<file path="config.mk">
export PLATFORM = sky130hd
export DESIGN_NAME = instr_fetch_flat
export DESIGN_NICKNAME = d
export VERILOG_FILES = /design/src/rtl/instr_fetch_if.sv /design/src/rtl/instr_fetch.sv /design/src/flat_wrapper.sv
export SDC_FILE = /design/constraint.sdc
export NUM_CORES = 1
export LEC_CHECK = 0
export BUFFER_PORTS_ARGS = -buffer_cell sky130_fd_sc_hd__clkbuf_2
export CORE_UTILIZATION = 40
export CTS_BUF_LIST = sky130_fd_sc_hd__clkbuf_4 sky130_fd_sc_hd__clkbuf_8
export DETAILED_ROUTE_END_ITERATION = 12
export PLACE_DENSITY_LB_ADDON = 0.08
export SLEW_MARGIN = 20
export SYNTH_ARGS = -nofsm -noshare
export SYNTH_HDL_FRONTEND = slang
export SYNTH_SLANG_ARGS = --single-unit
</file>
<file path="constraint.sdc">
create_clock -name clk -period 2.1 [get_ports clk]
set_input_delay 0.105 -clock clk [delete_from_list [all_inputs] [get_ports clk]]
set_output_delay 0.105 -clock clk [all_outputs]
set_load 0.05 [all_outputs]
</file>
<file path="src/rtl/instr_fetch_if.sv">
// instr_fetch_if: single-word read bus between the fetch unit and instruction memory.
// The fetch unit is the master (issues mem_rd_en/mem_addr); memory is the slave
// (answers with mem_rd_data qualified by mem_rd_valid).
interface instr_fetch_if #(
  parameter int ADDR_W = 10
);

  logic              mem_rd_en;
  logic [ADDR_W-1:0] mem_addr;
  logic [15:0]       mem_rd_data;
  logic              mem_rd_valid;

  modport master (
    output mem_rd_en,
    output mem_addr,
    input  mem_rd_data,
    input  mem_rd_valid
  );

  modport slave (
    input  mem_rd_en,
    input  mem_addr,
    output mem_rd_data,
    output mem_rd_valid
  );

endinterface

</file>
<file path="src/rtl/instr_fetch.sv">
// instr_fetch: fetch-side writer for the 16-bit instruction register.
// Holds the PC, issues one read at a time to instruction memory and pulses load_en
// for one cycle with each fetched word. The control FSM paces fetches with next_req
// and can redirect the PC with branch_en; a redirect while a read is in flight
// marks that read as squashed so its word never reaches the instruction register.
// Optional feature: define FETCH_TIMEOUT_EN to bound the WAIT state to TIMEOUT
// cycles and raise the sticky fetch_err flag when memory fails to answer.
module instr_fetch #(
  parameter int ADDR_W   = 10,
  parameter int RESET_PC = 0,
  parameter int TIMEOUT  = 15
) (
  input  logic              clk,
  input  logic              reset,
  input  logic              start,
  input  logic              next_req,
  input  logic              stall,
  input  logic              branch_en,
  input  logic [ADDR_W-1:0] branch_addr,
  instr_fetch_if.master     mem,
  output logic [15:0]       instr,
  output logic              load_en,
  output logic [ADDR_W-1:0] pc,
  output logic              busy,
  output logic              fetch_err
);

  localparam logic [ADDR_W-1:0] PC_RST = ADDR_W'(RESET_PC);

  typedef enum logic [1:0] {
    IDLE = 2'd0,
    REQ  = 2'd1,
    WAIT = 2'd2,
    HOLD = 2'd3
  } state_t;

  state_t            state;
  state_t            state_nxt;
  logic [ADDR_W-1:0] pc_nxt;
  logic              squash;
  logic              squash_nxt;

  // Capture stage: fetched word and its load strobe travel together.
  logic [15:0]       instr_p1;
  logic [15:0]       instr_nxt;
  logic              vld_p1;
  logic              vld_nxt;

`ifdef FETCH_TIMEOUT_EN
  localparam int CNT_W = (TIMEOUT > 1) ? $clog2(TIMEOUT) : 1;

  logic [CNT_W-1:0]  to_cnt;
  logic [CNT_W-1:0]  to_cnt_nxt;
  logic              err_nxt;
`endif

  // Next-state, PC, squash and capture-stage decisions for the fetch FSM.
  always_comb begin
    state_nxt  = state;
    pc_nxt     = pc;
    squash_nxt = squash;
    instr_nxt  = instr_p1;
    vld_nxt    = 1'b0;
`ifdef FETCH_TIMEOUT_EN
    to_cnt_nxt = '0;
    err_nxt    = fetch_err;
`endif

    case (state)
      IDLE: begin
        if (start) begin
          state_nxt = REQ;
        end
      end

      REQ: begin
        // The read goes out at the current PC this cycle regardless of a branch;
        // a branch here only means its answer must be thrown away.
        state_nxt = WAIT;
        if (branch_en) begin
          squash_nxt = 1'b1;
        end
      end

      WAIT: begin
        if (mem.mem_rd_valid) begin
          if (squash || branch_en) begin
            // Stale word (redirect earlier, or redirect arriving with the data):
            // drop it and refetch from the new PC.
            squash_nxt = 1'b0;
            state_nxt  = REQ;
          end else begin
            instr_nxt = mem.mem_rd_data;
            vld_nxt   = 1'b1;
            pc_nxt    = pc + ADDR_W'(1);
            state_nxt = HOLD;
          end
        end else begin
          if (branch_en) begin
            squash_nxt = 1'b1;
          end
`ifdef FETCH_TIMEOUT_EN
          if (to_cnt == CNT_W'(TIMEOUT - 1)) begin
            // Memory never answered: give up, flag it, leave the PC where it was.
            state_nxt  = IDLE;
            squash_nxt = 1'b0;
            err_nxt    = 1'b1;
          end else begin
            to_cnt_nxt = to_cnt + CNT_W'(1);
          end
`endif
        end
      end

      HOLD: begin
        if (next_req && !stall) begin
          state_nxt = REQ;
        end
      end

      default: begin
        state_nxt = IDLE;
      end
    endcase

    // A redirect overrides any increment. It is ignored in IDLE, and a timeout
    // abort (the only path back to IDLE) keeps the PC unchanged.
    if (branch_en && (state != IDLE) && (state_nxt != IDLE)) begin
      pc_nxt = branch_addr;
    end
  end

  // State, PC, squash flag and capture stage; reset aborts any read in flight.
  always_ff @(posedge clk or posedge reset) begin
    if (reset) begin
      state    <= IDLE;
      pc       <= PC_RST;
      squash   <= 1'b0;
      instr_p1 <= '0;
      vld_p1   <= 1'b0;
    end else begin
      state    <= state_nxt;
      pc       <= pc_nxt;
      squash   <= squash_nxt;
      instr_p1 <= instr_nxt;
      vld_p1   <= vld_nxt;
    end
  end

`ifdef FETCH_TIMEOUT_EN
  // WAIT-cycle counter (cleared outside WAIT) and the sticky timeout flag.
  always_ff @(posedge clk or posedge reset) begin
    if (reset) begin
      to_cnt    <= '0;
      fetch_err <= 1'b0;
    end else begin
      to_cnt    <= to_cnt_nxt;
      fetch_err <= err_nxt;
    end
  end
`else
  logic unused_timeout;

  assign unused_timeout = (TIMEOUT == 0);
  assign fetch_err      = 1'b0;
`endif

  // Memory request is a direct decode of REQ, so it lasts exactly one cycle
  // and can never be high in WAIT or HOLD.
  assign mem.mem_rd_en = (state == REQ);
  assign mem.mem_addr  = (state == REQ) ? pc : '0;
  assign busy          = (state == REQ) || (state == WAIT);
  assign instr         = instr_p1;
  assign load_en       = vld_p1;

endmodule

</file>
<file path="src/flat_wrapper.sv">
// flat-port wrapper written by rule: the top's interface ports become plain ports
module instr_fetch_flat 
#(
  parameter int ADDR_W   = 10,
  parameter int RESET_PC = 0,
  parameter int TIMEOUT  = 15
)
  (clk, reset, start, next_req, stall, branch_en, branch_addr, instr, load_en, pc, busy, fetch_err, mem_mem_rd_en, mem_mem_addr, mem_mem_rd_data, mem_mem_rd_valid);
  instr_fetch_if #(.ADDR_W(ADDR_W)) mem_i ();
  input  logic clk;
  input  logic reset;
  input  logic start;
  input  logic next_req;
  input  logic stall;
  input  logic branch_en;
  input  logic [ADDR_W-1:0] branch_addr;
  output logic [15:0] instr;
  output logic load_en;
  output logic [ADDR_W-1:0] pc;
  output logic busy;
  output logic fetch_err;
  output wire logic [$bits(mem_i.mem_rd_en)-1:0] mem_mem_rd_en;
  output wire logic [$bits(mem_i.mem_addr)-1:0] mem_mem_addr;
  input wire logic [$bits(mem_i.mem_rd_data)-1:0] mem_mem_rd_data;
  input wire logic [$bits(mem_i.mem_rd_valid)-1:0] mem_mem_rd_valid;
  assign mem_mem_rd_en = mem_i.mem_rd_en;
  assign mem_mem_addr = mem_i.mem_addr;
  assign mem_i.mem_rd_data = mem_mem_rd_data;
  assign mem_i.mem_rd_valid = mem_mem_rd_valid;
  instr_fetch #(.ADDR_W(ADDR_W), .RESET_PC(RESET_PC), .TIMEOUT(TIMEOUT)) u_core (.clk(clk), .reset(reset), .start(start), .next_req(next_req), .stall(stall), .branch_en(branch_en), .branch_addr(branch_addr), .mem(mem_i), .instr(instr), .load_en(load_en), .pc(pc), .busy(busy), .fetch_err(fetch_err));
endmodule
</file>
==> impl_metrics.sql, run 1 <==
INSERT INTO impl_metrics (metric_group, metric, value, unit) VALUES
('cells_and_area', 'p_r_area_growth_vs_syn', '37.4', '%'),
('cells_and_area', 'final-seq-area', '751', 'um2'),
('sta', 'setup_tns', '0', 'ns'),
('worst_setup_path', 'worst-path-max-fanout', '9', ''),
('worst_setup_path', 'timing.critical_path.arrival', '2.11', 'ns'),
('drt', 'post_route_wl', '3540', 'um'),
('drt', 'detailed_route_drc_error_count', '0', ''),
('worst_setup_path', 'endpoint_kind', 'flop', ''),
('synthesis', 'synthTopCellsByCount', 'nand2_1 (58), dfrtp_1 (30), and2_1 (10)', ''),
('placed_design', 'dp.final_hpwl', '2640', 'um'),
('worst_setup_path', 'count_of_cells_along_the_worst_register_to_register_path', '8', ''),
('sta', 'final_period_utilization', '0.925', ''),
('cells_and_area', 'fill_cells', '352', ''),
('synthesis', 'yosys_warnings', '0', ''),
('synthesis', 'syn-cell-area', '1560', 'um2'),
('synthesis', 'postSynthAreaPerCell', '9.12', 'um2'),
('synthesis', 'synth_top_area_share', '0.481', ''),
('floorplan', 'die-width', '64.5', 'um'),
('clocking', 'tritoncts', 'done', ''),
('cells_and_area', 'antenna-diode-count', '0', ''),
('worst_setup_path', 'family_of_cells_with_the_greatest_summed_delay_on_the_critical_path', 'simple AND/OR/NAND/NOR gates', ''),
('worst_setup_path', 'crit_type', 'reg2reg', ''),
('clocking', 'root_buffer', 'clkbuf_8', ''),
('clocking', 'cts.sink_count', '30', ''),
('floorplan', 'placementRows', '22', ''),
('floorplan', 'initial_utilization', '0.423', ''),
('floorplan', 'num_io_pins', '73', ''),
('global_route', 'grt_pass1_wl', '5790', 'um'),
('sta', 'hold_viol', '0', ''),
('synthesis', 'synth_cell_type_count', '38', ''),
('worst_setup_path', 'timing.critical_path.slowest_stage_cell', 'or3_4', ''),
('synthesis', 'synth-main-ff-cell', 'dfrtp_1', ''),
('worst_hold_path', 'min-delay-start', 'mem_mem_rd_data[8]', ''),
('outcome', 'outcome', 'finished clean', ''),
('power_and_ir_drop', 'pwr_density_cell', '1760', 'nW/um2'),
('power_and_ir_drop', 'vdd_ir_drop_max', '792', 'uV'),
('synthesis', 'synth_largest_area_cell', 'dfrtp_1', ''),
('synthesis', 'synth.top_cells.by_area', 'dfrtp_1 (48%), nand2_1 (14%), ha_1 (4.8%)', ''),
('floorplan', 'dieArea', '4150', 'um2'),
('sta', 'worst_hold_slack', '0.00861', 'ns'),
('worst_hold_path', 'min-delay-path-class', 'in2reg', ''),
('clocking', 'clk_path_buf_depth', '2', ''),
('placed_design', 'pre_cts_slack', '0.165', 'ns'),
('power_and_ir_drop', 'total_leakage_power', '1.18', 'nW'),
('global_route', 'groute.usage.overall', '0.185', ''),
('sta', 'fin_skew', '0.00613', 'ns'),
('drt', 'postRouteAntennaNets', '0', ''),
('synthesis', 'syn_nets', '210', ''),
('synthesis', 'total_of_flip_flops_plus_latches_after_synthesis', '30', ''),
('drt', 'drt-vias-per-instance', '4.71', ''),
('synthesis', 'syn_inst', '171', ''),
('sta', 'setup_repair_after_global_routing_missed_its_margin', 'no', ''),
('worst_setup_path', 'worstPathBufferInverterCount', '2', ''),
('worst_hold_path', 'timing.hold.worst_endpoint', 'u_core.instr[8]$_DFFE_PP0P_', ''),
('synthesis', 'yosys.cell_count.top_type', 'nand2_1', ''),
('placed_design', 'port-buffer-count', '71', ''),
('global_route', 'first_global_vias', '1277', ''),
('drt', 'dr.pass1.iters', '4', ''),
('cells_and_area', 'finalNonFillerCells', '299', ''),
('worst_setup_path', 'critical_path_launch_point_type', 'flop', ''),
('clocking', 'post-cts-setup-buffers', '0', ''),
('cells_and_area', 'multiInputGateArea', '742', 'um2'),
('global_route', 'grt_overflow', '0', ''),
('synthesis', 'synth_enable_flop_cells', '0', ''),
('floorplan', 'fp.coreArea', '3690', 'um2'),
('worst_setup_path', 'stages_on_worst_setup_path', '8', ''),
('global_route', 'grt_max_degree', '31', ''),
('drt', 'detail_route.wl_per_cell', '11.8', 'um'),
('floorplan', 'dieHeight', '64.5', 'um'),
('clocking', 'cts_hold_repair.buffers', '1', ''),
('worst_setup_path', 'cpPeakStageDelay', '0.41', 'ns');
power breakdown:
group	internal (W)	leakage, nW	switching [W]
combinational	0.000575	0.723	0.00148
sequential	0.000786	0.386	0.000199
clock	0.000506	0.0714	0.000218
per-layer routing:
layer | share of wire | routed length (um) | track usage
met1 | 0.45 | 1610 | 0.229
met2 | 0.47 | 1660 | 0.297
met3 | 0.059 | 209 | 0.0546
met4 | 0.018 | 64 | 0.0833
met5 | 0 | 0 | 0
flip-flops by register name, indices dropped and copies added (netlist names):
signal,count
u_core.state,2
u_core.pc,10
u_core.instr,16
u_core.load_en,1
u_core.squash,1
metrics by stage:
stage	utilization	total power, W	area (um2)
2_1_floorplan	-	0.00257	1560
3_5_place_dp	0.540	0.00306	1990
3_3_place_gp	0.540	0.00306	1990
6_report	0.581	0.00376	2140
4_1_cts	0.581	0.00380	2140
5_1_grt	0.581	0.00398	2140
kinds of logic after synthesis:
| group | count (synthesis) | synth area share |
|---|---|---|
| compound gates | 25 | 0.135 |
| xor+xnor | 1 | 0.00561 |
| fa+ha+maj | 6 | 0.0481 |
| buf+inv | 14 | 0.0433 |
| flops | 30 | 0.481 |
| other cells | 1 | 0.00240 |
| simple gates | 94 | 0.285 |
worst max path at each step:
| stage | from | end | slack (ns) |
|---|---|---|---|
| 2_1_floorplan | u_core.state[1]$_DFF_PP0_ | u_core.pc[3]$_DFFE_PP0P_ | 0.11 |
| 3_3_place_gp | u_core.state[1]$_DFF_PP0_ | u_core.pc[9]$_DFFE_PP0P_ | 0.21 |
| 3_5_place_dp | u_core.state[1]$_DFF_PP0_ | u_core.pc[9]$_DFFE_PP0P_ | 0.16 |
| 4_1_cts | u_core.state[1]$_DFF_PP0_ | u_core.pc[9]$_DFFE_PP0P_ | 0.15 |
| 5_1_grt | u_core.state[0]$_DFF_PP0_ | u_core.pc[9]$_DFFE_PP0P_ | 0.05 |
| 6_report | u_core.state[1]$_DFF_PP0_ | u_core.pc[9]$_DFFE_PP0P_ | 0.16 |
area by class of cell:
cell class / instances / share of cell area
Inverter: 6 / 0.0105
Tap cell: 48 / 0.0280
Clock inverter: 2 / 0.0280
Multi-Input combinational cell: 127 / 0.346
Timing Repair Buffer: 80 / 0.198
Clock buffer: 6 / 0.0385
Sequential cell: 30 / 0.350
worst register-to-register path: cells and delay by family (launching register included):
family | cells | cell delay (ns)
DFF | 1 | 0.37
adders and majority gates | 1 | 0.24
buffers and inverters | 2 | 0.25
and+or+nand+nor | 2 | 0.57
AOI/OAI and AO/OA | 3 | 0.40
cells in the final DEF (no fill, tap or decap), types with 2 or more instances in the layout:
cell / instances
dfrtp_1: 30
o211ai_1: 2
clkbuf_2: 71
inv_1: 6
a221o_1: 5
buf_4: 8
and2_1: 10
nand2b_1: 2
nand2_1: 58
nand3_1: 7
o21ai_0: 7
a22oi_1: 2
bufinv_16: 2
clkbuf_8: 6
or2_2: 3
nor3_1: 2
ha_1: 6
and3_1: 3
(Power assumes the default switching activity.)
==> run 2, diff against run 1 <==
==> constraint.sdc (replaced) <==
create_clock -name clk -period 1.8 [get_ports clk]
set_input_delay 0.09 -clock clk [delete_from_list [all_inputs] [get_ports clk]]
set_output_delay 0.09 -clock clk [all_outputs]
set_load 0.05 [all_outputs]
==> run 2 against run 1 <==
  * The run now ends with negative setup slack left
  * Worst setup slack got worse by 0.26 ns
  * Total power up 19%
  * Design area rose by 12%
  * Sequential power up 20%
  * Utilization rose by 6.7 points
  * Sequential share of layout area fell by 3.5 points
  * Hold slack improved by 0.00078 ns
  * Non-clock buffer count grew 21
  * Register-to-register slack got worse by 0.26 ns
  * Via count is 8.0% higher
  * Critical endpoint is now u_core.pc[7]$_DFFE_PP0P_
  * Highest routed layer unchanged
==> impl_metrics.sql, run 2 (synthesis gave the netlist of run 1 again) <==
INSERT INTO impl_metrics (metric_group, metric, value, unit) VALUES
('outcome', 'outcome', 'finished, violations left', ''),
('outcome', 'failed_checks', 'negative setup slack', ''),
('job', 'maxCapViolCount', '0', ''),
('floorplan', 'fp.coreArea', '3690', 'um2'),
('drt', 'iteration_0_drc_markers', '65', ''),
('floorplan', 'die-width', '64.5', 'um'),
('clocking', 'insertion_delay', '0.28', 'ns'),
('global_route', 'grt_max_degree', '31', ''),
('cells_and_area', 'layout.cells.most_common_list', 'clkbuf_2 (61), nand2_1 (58), dfrtp_1 (27)', ''),
('sta', 'fin_crit', '1.90', 'ns'),
('floorplan', 'placementRows', '22', ''),
('floorplan', 'dieArea', '4150', 'um2'),
('clocking', 'tritoncts', 'done', ''),
('floorplan', 'initial_utilization', '0.423', ''),
('clocking', 'clk_path_buf_depth', '2', ''),
('cells_and_area', 'final_nets', '310', ''),
('global_route', 'grt_pass1_wl', '6480', 'um'),
('power_and_ir_drop', 'total_leakage_power', '1.26', 'nW'),
('global_route', 'grt.busiest_layer', 'met2', ''),
('worst_setup_path', 'critical_path_launch_point_type', 'flop', ''),
('global_route', 'first_global_vias', '1458', ''),
('global_route', 'met2_usage', '0.347', ''),
('worst_setup_path', 'timing.critical_path.arrival', '2.06', 'ns'),
('sta', 'finalWorstSetupSlack', '-0.0974', 'ns'),
('drt', 'postRouteAntennaNets', '0', ''),
('drt', 'post_route_wl', '3910', 'um'),
('global_route', 'groute.usage.overall', '0.208', ''),
('floorplan', 'dieHeight', '64.5', 'um'),
('sta', 'setup_tns', '-0.661', 'ns'),
('global_route', 'gr-usage-met1', '0.257', ''),
('drt', 'dr.pass1.iters', '4', ''),
('worst_setup_path', 'critPathRequiredTime', '1.97', 'ns'),
('placed_design', 'gp_congestion', '0.802', ''),
('sta', 'fmax', '527', 'MHz'),
('worst_setup_path', 'crit_type', 'reg2reg', ''),
('global_route', 'grt.met3_usage', '0.0352', ''),
('power_and_ir_drop', 'design_power_total', '0.00449', 'W'),
('sta', 'setup-violations-final', '8', ''),
('cells_and_area', 'mostFrequentLayoutCell', 'clkbuf_2', ''),
('drt', 'detailed_route_drc_error_count', '0', ''),
('drt', 'drt-vias-per-instance', '4.76', ''),
('cells_and_area', 'largest_register_ff_count', '16', ''),
('placed_design', 'dp.final_hpwl', '2700', 'um'),
('sta', 'fin_skew', '0.00508', 'ns'),
('power_and_ir_drop', 'vdd_ir_drop_max', '752', 'uV'),
('global_route', 'grt_overflow', '0', ''),
('drt', 'route.vias.total', '1522', ''),
('clocking', 'cts_clk_pin_slew_worst_paths', '0.07', 'ns'),
('worst_setup_path', 'timing.reg2reg.setup_slack', '-0.1', 'ns'),
('cells_and_area', 'antenna-diode-count', '0', ''),
('clocking', 'htree_levels', '2', ''),
('sta', 'hold_viol', '0', ''),
('placed_design', 'port-buffer-count', '71', ''),
('clocking', 'root_buffer', 'clkbuf_8', ''),
('sta', 'setup_repair_after_global_routing_missed_its_margin', 'yes', ''),
('drt', 'detail_route.wl_per_cell', '12.2', 'um'),
('clocking', 'cts.sink_count', '30', ''),
('worst_setup_path', 'endpoint_kind', 'flop', ''),
('worst_hold_path', 'min-delay-path-class', 'in2reg', ''),
('worst_setup_path', 'worst-path-max-fanout', '5', ''),
('global_route', 'grt_antenna_before_repair', '0', ''),
('cells_and_area', 'p_r_area_growth_vs_syn', '53.2', '%'),
('clocking', 'cts_inserted_buffers', '5', ''),
('sta', 'finalMaxSlewViolations', '0', ''),
('floorplan', 'num_io_pins', '73', ''),
('cells_and_area', 'final_layout_size_suffix_gt1_frac', '0.423', ''),
('power_and_ir_drop', 'pwr_density_cell', '1880', 'nW/um2'),
('sta', 'final_period_utilization', '1.05', '');
run 2: cell type report:
cell class                      count  area, um2
Fill cell                         327       1300
Multi-Input combinational cell    127        793
Sequential cell                    30        754
Timing Repair Buffer              101        666
Clock buffer                        7       90.1
Tap cell                           48       60.1
Inverter                            6       22.5
Clock inverter                      1       5.00
run 2: metal layers:
metal  routed length, um  part of all wire
met1                1740              0.44
met2                1930              0.49
met3                 177             0.045
met4                  60             0.015
met5                   0                 0
run 2: critical path, stage by stage, from the launching register on:
cell	delay, ns
dfrtp_2	0.42
inv_2	0.07
ha_4	0.17
nor3b_1	0.14
or3_4	0.39
a21oi_4	0.24
nor2_4	0.07
a221o_1	0.29
run 2: per-stage QoR:
stage	area [um2]	worst slack [ns]	utilization	hold WS, ns	std cells
detailed placement	2090	-0.0834	0.566	0.167	297
CTS	2330	-0.0615	0.633	0.000523	320
global placement	2090	-0.0457	0.566	0.161	297
global route	2390	-0.187	0.648	0.0165	320
finish	2390	-0.0974	0.648	0.00939	320
floorplan	1590	-0.0673	-	0.181	171
run 2: report_power, final:
part / total, W / internal, W / switching, W
registers: 0.00118 / 0.000923 / 0.000253
clock network: 0.000570 / 0.000323 / 0.000247
logic: 0.00275 / 0.000945 / 0.00180
run 2: worst paths after layout:
path | from | end | cells past startpoint
max in group asynchronous | reset | u_core.state[1]$_DFF_PP0_ | 4
min in group asynchronous | reset | u_core.instr[4]$_DFFE_PP0P_ | 4
hold reg to reg | u_core.instr[2]$_DFFE_PP0P_ | u_core.instr[2]$_DFFE_PP0P_ | 2
hold / removal | mem_mem_rd_data[2] | u_core.instr[2]$_DFFE_PP0P_ | 3
setup / recovery | u_core.state[1]$_DFF_PP0_ | u_core.pc[7]$_DFFE_PP0P_ | 7
setup reg to reg | u_core.state[1]$_DFF_PP0_ | u_core.pc[7]$_DFFE_PP0P_ | 7
run 2: repair_timing:
item,CTS,global route
gates resized for setup,2,34
setup endpoints to repair,8,20
endpoints found under the hold margin,42,0
hold buffers,13,0
pin swaps,2,0
setup buffers,2,0
==> run 3, diff against run 2 <==
--- a/config.mk
+++ b/config.mk
@@ -5,10 +5,11 @@
 export SDC_FILE = /design/constraint.sdc
 export NUM_CORES = 1
 export LEC_CHECK = 0
-export BUFFER_PORTS_ARGS = -buffer_cell sky130_fd_sc_hd__clkbuf_2
+export CAP_MARGIN = 20
 export CORE_UTILIZATION = 40
 export CTS_BUF_LIST = sky130_fd_sc_hd__clkbuf_4 sky130_fd_sc_hd__clkbuf_8
 export DETAILED_ROUTE_END_ITERATION = 12
+export DONT_BUFFER_PORTS = 1
 export PLACE_DENSITY_LB_ADDON = 0.08
 export SLEW_MARGIN = 20
 export SYNTH_ARGS = -nofsm -noshare
==> run 3 against run 2 <==
  * The run ends with negative hold slack, negative setup slack left
  * Worst setup slack got worse by 0.032 ns
  * Global-route usage rose by 0.45 points
  * Combinational power fell by 12%
  * Sequential power rose by 31%
  * Clock skew rose by 0.0075 ns
  * Clock power rose by 18%
  * Sequential cell count did not move
  * Critical path depth did not move
  * Design area fell by 1.9%
  * Total power rose by 3.2%
  * Die area did not move
  * Largest cell class unchanged
  * Highest routed layer unchanged
==> impl_metrics.sql, run 3 (synthesis gave the netlist of run 1 again) <==
INSERT INTO impl_metrics (metric_group, metric, value, unit) VALUES
('worst_setup_path', 'critical_path_launch_point_type', 'flop', ''),
('cells_and_area', 'layout.cells.most_common_list', 'nand2_1 (57), buf_4 (33), dlygate4sd3_1 (27), dfrtp_1 (27), and2_1 (10)', ''),
('cells_and_area', 'antenna-diode-count', '0', ''),
('sta', 'worst_hold_slack', '-0.00354', 'ns'),
('sta', 'fin_skew', '0.0126', 'ns'),
('cells_and_area', 'mostFrequentLayoutCell', 'nand2_1', ''),
('worst_setup_path', 'cpPeakStageDelay', '0.46', 'ns'),
('global_route', 'first_global_vias', '1464', ''),
('placed_design', 'gp_congestion', '0.841', ''),
('floorplan', 'dieArea', '4150', 'um2'),
('sta', 'timing_worst_slew_pin_value', '0.556', 'ns'),
('cells_and_area', 'final_design_area_no_fill', '2350', 'um2'),
('global_route', 'groute.usage.overall', '0.212', ''),
('power_and_ir_drop', 'vdd_ir_drop_max', '832', 'uV'),
('drt', 'postRouteAntennaNets', '0', ''),
('power_and_ir_drop', 'power.share.clock', '0.145', ''),
('placed_design', 'dp_cells', '245', ''),
('global_route', 'grt_pass1_wl', '6530', 'um'),
('cells_and_area', 'final_nets', '276', ''),
('sta', 'hold_viol', '1', ''),
('sta', 'setup_repair_after_global_routing_missed_its_margin', 'yes', ''),
('clocking', 'clk_path_buf_depth', '2', ''),
('power_and_ir_drop', 'p_comb_frac', '0.522', ''),
('worst_hold_path', 'min-delay-path-class', 'in2reg', ''),
('sta', 'finalWorstSetupSlack', '-0.129', 'ns'),
('sta', 'setup_tns', '-1.04', 'ns'),
('power_and_ir_drop', 'switching_share', '0.496', ''),
('worst_setup_path', 'endpoint_kind', 'flop', ''),
('drt', 'drt-vias-per-instance', '5.16', ''),
('sta', 'fmax', '518', 'MHz'),
('cells_and_area', 'p_r_area_growth_vs_syn', '50.4', '%'),
('sta', 'finalMaxSlewViolations', '0', ''),
('worst_setup_path', 'family_of_cells_with_the_greatest_summed_delay_on_the_critical_path', 'compound AO/OA/AOI/OAI gates', ''),
('worst_setup_path', 'crit_chain', 'ha_2, and3b_1, a311oi_4, a21oi_4, buf_4, buf_6, o31a_1', ''),
('clocking', 'cts_clk_pin_slew_worst_paths', '0.07', 'ns'),
('placed_design', 'dp.final_hpwl', '2830', 'um'),
('drt', 'route.vias.total', '1471', ''),
('drt', 'iteration_0_drc_markers', '59', ''),
('power_and_ir_drop', 'total_leakage_power', '1.13', 'nW'),
('global_route', 'grt_max_degree', '31', ''),
('sta', 'final_period_utilization', '1.07', ''),
('drt', 'post_route_wl', '4100', 'um'),
('floorplan', 'placementRows', '22', ''),
('cells_and_area', 'finalNonFillerCells', '285', ''),
('power_and_ir_drop', 'design_power_total', '0.00464', 'W'),
('cells_and_area', 'final_layout_size_suffix_gt1_frac', '0.287', ''),
('floorplan', 'die-width', '64.5', 'um'),
('worst_setup_path', 'timing.critical_path.arrival', '2.10', 'ns'),
('worst_setup_path', 'critPathRequiredTime', '1.97', 'ns'),
('global_route', 'grt_antenna_before_repair', '0', ''),
('worst_setup_path', 'timing.critical_path.slowest_stage_cell', 'dfrtp_2', ''),
('floorplan', 'dieHeight', '64.5', 'um'),
('clocking', 'insertion_delay', '0.28', 'ns'),
('floorplan', 'num_io_pins', '73', ''),
('worst_setup_path', 'worstPathBufferInverterCount', '2', ''),
('clocking', 'cts_inserted_buffers', '5', ''),
('power_and_ir_drop', 'power_switching', '0.00230', 'W'),
('placed_design', 'port-buffer-count', '0', ''),
('worst_setup_path', 'crit_type', 'reg2reg', ''),
('placed_design', 'dpl_cell_area', '1860', 'um2'),
('global_route', 'grt_overflow', '0', ''),
('power_and_ir_drop', 'pwr_density_cell', '1980', 'nW/um2'),
('sta', 'fin_crit', '1.93', 'ns'),
('clocking', 'htree_levels', '2', ''),
('job', 'maxCapViolCount', '0', ''),
('power_and_ir_drop', 'power_frac_seq', '0.333', ''),
('clocking', 'cts.sink_count', '30', ''),
('floorplan', 'initial_utilization', '0.423', ''),
('clocking', 'tritoncts', 'done', ''),
('sta', 'setup-violations-final', '10', ''),
('outcome', 'failed_checks', 'negative hold slack, negative setup slack', ''),
('worst_setup_path', 'worst-path-max-fanout', '6', ''),
('sta', 'max_slew_margin', '0.629', ''),
('floorplan', 'fp.coreArea', '3690', 'um2'),
('drt', 'dr.pass1.iters', '4', ''),
('power_and_ir_drop', 'cell_internal_pwr', '0.00234', 'W'),
('clocking', 'root_buffer', 'clkbuf_8', ''),
('cells_and_area', 'layout.core_utilization', '0.636', ''),
('outcome', 'outcome', 'finished, violations left', ''),
('drt', 'detail_route.wl_per_cell', '14.4', 'um'),
('cells_and_area', 'largest_register_ff_count', '16', ''),
('drt', 'detailed_route_drc_error_count', '0', '');
==> run 3: area by class of cell <==
cell class	count	area, um2
Fill cell	303	1340
Multi-Input combinational cell	127	800
Sequential cell	30	754
Timing Repair Buffer	66	586
Clock buffer	6	82.6
Tap cell	48	60.1
Clock inverter	1	30.0
Inverter	6	26.3
Timing Repair inverter	1	7.51
==> run 3: path summary, 6_finish.rpt <==
check                                               start                        end  slack, ns  cells past startpoint
worst max-delay path            u_core.state[1]$_DFF_PP0_   u_core.pc[9]$_DFFE_PP0P_      -0.13                      7
worst min-delay path                            branch_en  u_core.squash$_DFFE_PP0P_     -0.004                      2
worst max register to register  u_core.state[1]$_DFF_PP0_   u_core.pc[9]$_DFFE_PP0P_      -0.13                      7
worst min register to register  u_core.squash$_DFFE_PP0P_  u_core.squash$_DFFE_PP0P_       0.57                      2
max in group asynchronous                           reset  u_core.state[1]$_DFF_PP0_       1.19                      3
min in group asynchronous                           reset   u_core.pc[9]$_DFFE_PP0P_       0.32                      3
==> run 3: routing by layer <==
| layer | wire, um | part of all wire | global-route usage |
|---|---|---|---|
| met5 | 0 | 0 | 0 |
| met4 | 14 | 0.0034 | 0.0583 |
| met3 | 219 | 0.053 | 0.0669 |
| met2 | 2170 | 0.53 | 0.392 |
| met1 | 1700 | 0.41 | 0.231 |
==> run 3: timing repair <==
item                       CTS  global route
hold endpoints to repair    56             0
setup buffers                3             2
hold buffers                28             0
resized for setup            4            10
cloned                       1             0
pin swaps                    2             3
setup endpoints to repair   24            33
==> run 3: through the flow <==
stage          hold slack (ns)  setup slack [ns]
2_1_floorplan            0.181           -0.0673
3_3_place_gp            0.0758           -0.0670
3_5_place_dp            0.0771            -0.136
4_1_cts                 0.0107            -0.120
5_1_grt                 0.0277            -0.175
6_report              -0.00354            -0.129
==> run 3: power by group through the flow <==
stage	Combinational (W)	Sequential (W)	Clock, W
floorplan	0.00122	0.00187	0
global placement	0.00214	0.00155	0
detailed placement	0.00219	0.00155	0
CTS	0.00232	0.00154	0.000694
global route	0.00256	0.00158	0.000717
finish	0.00242	0.00154	0.000673
